### src/rtl/bin2gray.sv
// Binary to Gray code converter (purely combinational).
module bin2gray #(
  parameter int DLY   = 1,
  parameter int WIDTH = 5
) (
  input  logic [WIDTH-1:0] bin,
  output logic [WIDTH-1:0] gray
);

  // DLY is a simulation-only delay setting; it has no effect on this logic.
  if (DLY < 0) begin : g_dly_unused
  end

  // Adjacent-bit XOR gives a code where consecutive values differ in one bit.
  assign gray = bin ^ (bin >> 1);

endmodule

### src/rtl/gray2bin.sv
// Gray code to binary converter (purely combinational).
module gray2bin #(
  parameter int DLY   = 1,
  parameter int WIDTH = 5
) (
  input  logic [WIDTH-1:0] gray,
  output logic [WIDTH-1:0] bin
);

  // DLY is a simulation-only delay setting; it has no effect on this logic.
  if (DLY < 0) begin : g_dly_unused
  end

  // Each binary bit is the XOR of all Gray bits at or above its position.
  for (genvar gi = 0; gi < WIDTH; gi++) begin : g_bit
    assign bin[gi] = ^gray[WIDTH-1:gi];
  end

endmodule

### src/rtl/sync_2ff.sv
// Two-flop synchronizer for a Gray-coded bus arriving from another clock domain.
module sync_2ff #(
  parameter int DLY   = 1,
  parameter int WIDTH = 5
) (
  input  logic             clk,
  input  logic             rstn,
  input  logic [WIDTH-1:0] d,
  output logic [WIDTH-1:0] q
);

  // DLY is a simulation-only delay setting; it has no effect on this logic.
  if (DLY < 0) begin : g_dly_unused
  end

  logic [WIDTH-1:0] meta_reg;
  logic [WIDTH-1:0] sync_reg;

  // First stage may go metastable; second stage gives it a full cycle to settle.
  always_ff @(posedge clk or negedge rstn) begin
    if (!rstn) begin
      meta_reg <= '0;
      sync_reg <= '0;
    end else begin
      meta_reg <= d;
      sync_reg <= meta_reg;
    end
  end

  assign q = sync_reg;

endmodule

### src/rtl/fifo_wptr_full.sv
// Write-side pointer, full / almost-full / level / overflow generation for the
// async FIFO. All logic runs in the write clock domain.
module fifo_wptr_full #(
  parameter int DLY        = 1,
  parameter int ADDR_WIDTH = 4,
  parameter int AF_MARGIN  = 2
) (
  input  logic                  clk,
  input  logic                  rstn,
  input  logic                  winc_i,
  input  logic [ADDR_WIDTH:0]   rptr_gray_i,
  output logic [ADDR_WIDTH-1:0] waddr_o,
  output logic                  wen_o,
  output logic [ADDR_WIDTH:0]   wptr_gray_o,
  output logic                  full_o,
  output logic                  almost_full_o,
  output logic [ADDR_WIDTH:0]   wlevel_o,
  output logic                  overflow_o
);

  localparam int PW    = ADDR_WIDTH + 1;
  localparam int DEPTH = 1 << ADDR_WIDTH;
  localparam logic [PW-1:0] AF_LEVEL = PW'(DEPTH - AF_MARGIN);

  logic [PW-1:0] wbin_reg;
  logic [PW-1:0] wbin_next;
  logic [PW-1:0] wgray_next;
  logic [PW-1:0] wptr_gray_reg;
  logic [PW-1:0] rq2;
  logic [PW-1:0] rbin;
  logic [PW-1:0] wlevel_reg;
  logic [PW-1:0] wlevel_next;
  logic          full_reg;
  logic          full_next;
  logic          af_reg;
  logic          af_next;
  logic          ovf_reg;
  logic          ovf_next;
  logic          accept;

  // Bring the read pointer into this domain; only the settled rq2 is used.
  sync_2ff #(.DLY(DLY), .WIDTH(PW)) u_rptr_sync (
    .clk  (clk),
    .rstn (rstn),
    .d    (rptr_gray_i),
    .q    (rq2)
  );

  gray2bin #(.DLY(DLY), .WIDTH(PW)) u_rq2_bin (
    .gray (rq2),
    .bin  (rbin)
  );

  bin2gray #(.DLY(DLY), .WIDTH(PW)) u_wgray (
    .bin  (wbin_next),
    .gray (wgray_next)
  );

  assign accept = winc_i & ~full_reg;

  // Next-state pointer and flags, all evaluated on the post-write pointer so
  // that full asserts on the very edge that stores the last free slot.
  always_comb begin
    wbin_next   = wbin_reg + {{ADDR_WIDTH{1'b0}}, accept};
    full_next   = (wgray_next == {~rq2[PW-1:PW-2], rq2[PW-3:0]});
    wlevel_next = wbin_next - rbin;
    af_next     = (wlevel_next >= AF_LEVEL);
    ovf_next    = winc_i & full_reg;
  end

  // State registers; Gray pointer is registered so the crossing sees glitch-free bits.
  always_ff @(posedge clk or negedge rstn) begin
    if (!rstn) begin
      wbin_reg      <= '0;
      wptr_gray_reg <= '0;
      full_reg      <= 1'b0;
      af_reg        <= 1'b0;
      wlevel_reg    <= '0;
      ovf_reg       <= 1'b0;
    end else begin
      wbin_reg      <= wbin_next;
      wptr_gray_reg <= wgray_next;
      full_reg      <= full_next;
      af_reg        <= af_next;
      wlevel_reg    <= wlevel_next;
      ovf_reg       <= ovf_next;
    end
  end

  assign waddr_o       = wbin_reg[ADDR_WIDTH-1:0];
  assign wen_o         = accept;
  assign wptr_gray_o   = wptr_gray_reg;
  assign full_o        = full_reg;
  assign almost_full_o = af_reg;
  assign wlevel_o      = wlevel_reg;
  assign overflow_o    = ovf_reg;

endmodule
### config.mk
export PLATFORM = sky130hd
export DESIGN_NAME = fifo_wptr_full
export DESIGN_NICKNAME = d
export VERILOG_FILES = /design/src/rtl/bin2gray.sv /design/src/rtl/gray2bin.sv /design/src/rtl/sync_2ff.sv /design/src/rtl/fifo_wptr_full.sv
export SDC_FILE = /design/constraint.sdc
export NUM_CORES = 1
export LEC_CHECK = 0
export CAP_MARGIN = 0
export CORE_MARGIN = 10
export CORE_UTILIZATION = 52
export DETAILED_ROUTE_END_ITERATION = 6
export HOLD_SLACK_MARGIN = 0.05
export PLACE_DENSITY = 0.82
export SLEW_MARGIN = 20
export SYNTH_ARGS = -nofsm -noshare
export SYNTH_HDL_FRONTEND = slang
export SYNTH_HIERARCHICAL = 1
export SYNTH_SLANG_ARGS = --single-unit
export TNS_END_PERCENT = 1
### constraint.sdc
create_clock -name clk -period 4.6 [get_ports clk]
set_input_delay 0.69 -clock clk [delete_from_list [all_inputs] [get_ports clk]]
set_output_delay 0.69 -clock clk [all_outputs]
set_load 0.01 [all_outputs]
Yosys cells after proc, flatten, opt, wreduce, memory -nomap -nowiden
Cells that the tools add are included.
{"block": "classes", "n_bitwise": 5, "magnitude_cmp": 1, "addsub": 2, "eq_ne": 1, "n_reduce_logical": 4}
{"cell": "$add A5 B1 Y5", "count": 1}
{"cell": "$eq A5 B5 Y1", "count": 1}
{"cell": "$ge A5 B4 Y1 const B", "count": 1}
{"cell": "$reduce_xor A5 Y1", "count": 1}
{"cell": "$sub A5 B5 Y5", "count": 1}
{"cell": "$xor A5 B4 Y5", "count": 1}
{"cell": "$reduce_xor A4 Y1", "count": 1}
{"cell": "$reduce_xor A3 Y1", "count": 1}
{"cell": "$and A1 B1 Y1", "count": 2}
{"cell": "$not A2 Y2", "count": 1}
{"cell": "$reduce_xor A2 Y1", "count": 1}
{"cell": "$not A1 Y1", "count": 1}
{"block": "word_totals", "wordCells": 21, "reg_bits": 28, "output_inout_bits": 18, "in_bits": 8}

Longest topological paths before layout
{"block": "logic_depth", "ltp_word": 5, "mapped_depth": 9, "depth_no_buf": 9}

Hierarchy
Netlist, hierarchy kept.
{"mod": "fifo_wptr_full", "n_inst": 1, "cells_each": 66, "area_each_um2": 819.5, "seq_area_each_um2": 450.4}
{"mod": "sync_2ff", "n_inst": 1, "cells_each": 10, "area_each_um2": 250.2, "seq_area_each_um2": 250.2}
{"mod": "gray2bin", "n_inst": 1, "cells_each": 6, "area_each_um2": 72.6, "seq_area_each_um2": 0.0}
{"mod": "bin2gray", "n_inst": 1, "cells_each": 5, "area_each_um2": 42.5, "seq_area_each_um2": 0.0}

Worst setup path after synthesis
OpenSTA, ideal clock, no wires.
{"block": "synth_path", "kind": "input -> register", "from": "in winc_i", "to": "reg af_reg, in the netlist almost_full_o", "n_path_buf": 0, "setup_time_ps": 137, "cell_stages": 9, "slack_ps": 2035, "arrival_ps": 2428, "t_required_ps": 4463, "path_cell_list": "nor2b_1 > ha_1 > ha_1 > xor2_1 > ha_1 > nor2b_1 > o21ai_1 > a21o_1 > o311ai_1"}
{"block": "synth_between", "elab_chain_cells": 4}
{"element": "from (decl)", "line_no": "fifo_wptr_full.sv:10", "source": "input logic winc_i,"}
{"element": "$and A1 B1 Y1", "line_no": "fifo_wptr_full.sv:59", "source": "assign accept = winc_i & ~full_reg;"}
{"element": "$add A5 B1 Y5", "line_no": "fifo_wptr_full.sv:64", "source": "wbin_next = wbin_reg + {{ADDR_WIDTH{1'b0}}, accept};"}
{"element": "named net wbin_next[2]", "line_no": "fifo_wptr_full.sv:26", "source": "logic [PW-1:0] wbin_next;"}
{"element": "$sub A5 B5 Y5", "line_no": "fifo_wptr_full.sv:66", "source": "wlevel_next = wbin_next - rbin;"}
{"element": "$ge A5 B4 Y1", "line_no": "fifo_wptr_full.sv:67", "source": "af_next = (wlevel_next >= AF_LEVEL);"}
{"element": "named net af_next", "line_no": "fifo_wptr_full.sv:36", "source": "logic af_next;"}
{"element": "to (signal assigned)", "line_no": "fifo_wptr_full.sv:84", "source": "af_reg <= af_next;"}
{"element": "to (decl)", "line_no": "fifo_wptr_full.sv:35", "source": "logic af_reg;"}
The timed path passes the listed nets, and every way through them passes these cells.

Worst setup path after layout
Ends and elaborated chain as after synthesis.

==> reports/results.txt <==
The run finished with clean final reports. STA classifies the critical path startpoint as an input pin. In this run, synthesis inferred 0 flip-flops with an integrated enable. Routability-driven placement finished with a final weighted congestion of 0.7344. The maximum achievable frequency is 355.7 MHz.

The count of buffers inserted at the top-level ports works out to 25. Between clock sinks in the finished design, the worst skew comes to 0.008225 ns. In this run the cell area of the synthesized design comes to 1185 µm². The setup path with the least slack is of type input pin to flip-flop. Summing over every cut layer, the via total after detailed routing is 661. Share of synthesized flip-flops with an asynchronous set or reset: 1.000. The overall routing resource usage came out at 0.09483. In the final design database the tool counted 127 nets. For the number of max-cap violations, the log shows 0. Detailed placement finished with a half-perimeter wire length of 1.608 mm.

Setup repair after global routing left no endpoint under its margin. TritonCTS created 3 clock buffers. The first global-routing pass estimated 3.236 mm of wire.

For this run, design rule violations remaining after detail routing come to 0. The area overhead of the layout relative to synthesis was 23.97%; the synthesized-area fraction occupied by and/or/nand/nor cells was 0.06230. Walking the worst path, the cells encountered are clkdlybuf4s50_1, nor2b_1, ha_1, ha_1, xor2_1, ha_1, nor2b_1, o21ai_1, a21o_1, o311ai_1. The post-route setup TNS is 0 ns. By area the synthesized netlist is led by dfrtp_1, ha_1, xnor2_1, xor2_1, buf_4. The tools report the overall power of the completed layout as 1.120 mW. The cell chosen for the clock root was clkbuf_4. By instance count, the leading cell after synthesis is dfrtp_1. In this run the register-to-register setup slack is 2.18 ns. The vertical die dimension came out at 67.74 µm.

The fraction of the core area covered by cells at the end of the flow is 0.6705, and the arithmetic-cell share of the synthesized area counting full adders, half adders and majority gates is 0.08025. For the row count, the log shows 17. Timing analysis after detailed placement gives a worst setup slack of 1.443 ns.

Area fraction of the dominant cell type after synthesis: 0.5913. Buffers added to address setup during post-CTS repair amount to 0. CTS saw 28 sinks. The total inserted antenna cells is 0, and the final worst-path cycle share is 0.6111. Of all cell types, the one taking the most synthesized area is dfrtp_1.

The slowest stage cell on the critical path is clkdlybuf4s50_1. Power spread over the standard cell area amounts to 762.2 nW/µm². The number of global-route vias before repair was 692. Endpoint type of the worst setup path: a flip-flop. The clock transition time at the flip-flop clock pins of the worst setup and hold paths is 0.14 ns, and the switching fraction of total power is 0.3739. The measured slew at the worst slew-check pin came out at 0.4933 ns. The routed design has 1.973 mm of wire. The run gives 0.6797 nW as the static leakage power.

Once routing completed, OpenROAD measured the worst setup slack at 1.789 ns. In this run the worst path has a maximum fanout of 4. In this run, synthesis produced a sequential element count of 28. The maximum number of pins on one net before global-route repair is 29. At the worst endpoint, the required time is 4.81 ns.

Among the stages of the critical path, the cell type that occurs most often is ha_1. On the final layout, the worst hold slack is 0.3648 ns. For this block, the initial DRC count from the detailed router was 11. The tools report the number of H-tree levels as 1. Hold violation count in the final report: 0. Portion of total power attributed to sequential cells: 0.339. Setup violations remaining at the end of the flow were counted as 0. The ratio of cells with drive above 1 in the final layout was 0.06306; the die outline width was 67.74 µm. In the synthesized netlist, the cells that appear most often are dfrtp_1, inv_1, xnor2_1, xor2_1. The tools report the number of pins with negative max-slew slack in the final report as 0.

The total internal power is 0.7010 mW, and the biggest cell delay along the critical path is 0.47 ns. For the post-cts resize count, the log shows 0. TritonCTS built the clock tree. After detailed routing, the number of vias per cell comes to 4.755. Once detail routing completed, the nets flagged for antenna violations numbered 0.

The number of antenna violations at the first check in global routing was 0. The worst relative slew slack was 0.6688; the proportion of synthesized area in mux cells was 0. The min-delay analysis places its worst path in the category flip-flop to flip-flop.

The later pin in the worst-skew pair is clocked with a latency of 0.32 ns. For this run, the leading register cell type out of synthesis is dfrtp_1. The initial cell density of the core was 0.5408; the minimum period implied by the final worst setup slack was 2.811 ns. After global routing the overflow that remains totals 0. The core region is 2191 µm². The tools report the number of top-level pins as 26. The XOR/XNOR share of the synthesized area is 0.1711, and the quantity of hold-fixing buffers added after cts is 0. VDD sags by at most 0.4101 mV. For this design the total switching power over the nets is 0.4186 mW. In the synthesized netlist, the number of instances is 87.

The relative contribution of combinational cells to total power was 0.557; the worst endpoint data arrival time was 3.02 ns. When the netlist entered floorplanning its net count stood at 102. A synthesized cell averages 13.62 µm². For the share of synthesized area occupied by flip-flops and latches, the log shows 0.5913. The area of the die was 4588 µm².

After synthesis, the netlist uses 22 different library cells. For the maximum count of clock buffers along a single path, the log shows 2. After synthesis, the largest family of logic cells by area is XOR/XNOR gates. The compound-cell area share of the yosys netlist is 0.02851. The final routed wire length divided by cell count is 14.19 µm.

The tools report the Yosys warning count as 6. The total iterations of the first detailed-routing run is 4. The run gives 0.104 as the clock network fraction of design power.
-- final timing paths --
kind,start,to,cells past startpoint
max,winc_i,almost_full_o,10
min,u_rptr_sync/meta_reg[3],u_rptr_sync/q[3],0
max reg2reg,u_rptr_sync/q[4],almost_full_o,7
min reg2reg,u_rptr_sync/meta_reg[3],u_rptr_sync/q[3],0
max in group asynchronous,rstn,u_rptr_sync/meta_reg[0],2
min in group asynchronous,rstn,wbin_reg[4],2
-- layout by cell type, fill, tap and decap left out, types with 2 or more instances in the layout --
cell	Yosys	final
clkdlybuf4s50_1	0	25
clkbuf_4	0	3
xor2_1	8	8
ha_1	6	6
dfrtp_1	28	28
nand3_1	3	3
nand2_1	2	2
inv_1	9	9
o21ai_1	2	2
nor2b_1	3	3
xnor2_1	8	8
-- stage by stage --
step	instances	cell area (µm²)
final	139	1469
after global routing	139	1469
after CTS	139	1469
after detailed placement	135	1433
after global placement	135	1433
after floorplan	87	1185
-- critical path: cells and delay by family --
family	cells	cell delay, ns
fa+ha+maj	3	0.76
buf+inv	1	0.47
compound gates	3	0.40
simple gates	2	0.37
xor+xnor	1	0.34
-- kinds of logic (layout without fill, tap and decap cells) --
| kind of cell | Yosys count | count (layout) |
|---|---|---|
| DFF | 28 | 28 |
| xor gates and xnor gates | 19 | 19 |
| buffers and inverters | 15 | 39 |
| and+or+nand+nor | 13 | 13 |
| adders and majority gates | 7 | 7 |
| AOI/OAI and AO/OA | 5 | 5 |
-- layer usage --
| metal | routed length (µm) | share of wire | track usage | vias up |
|---|---|---|---|---|
| met5 | 0 | 0 | 0 | - |
| met4 | 44 | 0.022 | 0.05641 | 0 |
| met3 | 135 | 0.068 | 0.02975 | 6 |
| met2 | 1015 | 0.51 | 0.1631 | 20 |
| met1 | 777 | 0.39 | 0.09930 | 315 |
| li1 | - | - | - | 320 |
-- layout make-up --
| class | instances | area, µm² |
|---|---|---|
| Clock buffer | 4 | 36.28 |
| Fill cell | 158 | 721.9 |
| Inverter | 9 | 33.78 |
| Multi-Input combinational cell | 44 | 405.4 |
| Sequential cell | 28 | 700.7 |
| Tap cell | 28 | 35.03 |
| Timing Repair Buffer | 26 | 257.7 |
-- power groups by stage --
stage	clock network [mW]	logic, mW	registers [mW]
6_report	0.116	0.624	0.379
5_1_grt	0.132	0.695	0.387
4_1_cts	0.119	0.636	0.381
3_5_place_dp	0	0.635	0.386
3_3_place_gp	0	0.613	0.379
2_1_floorplan	0	0.388	0.408
Note: power is estimated with default switching activity, not from simulation.
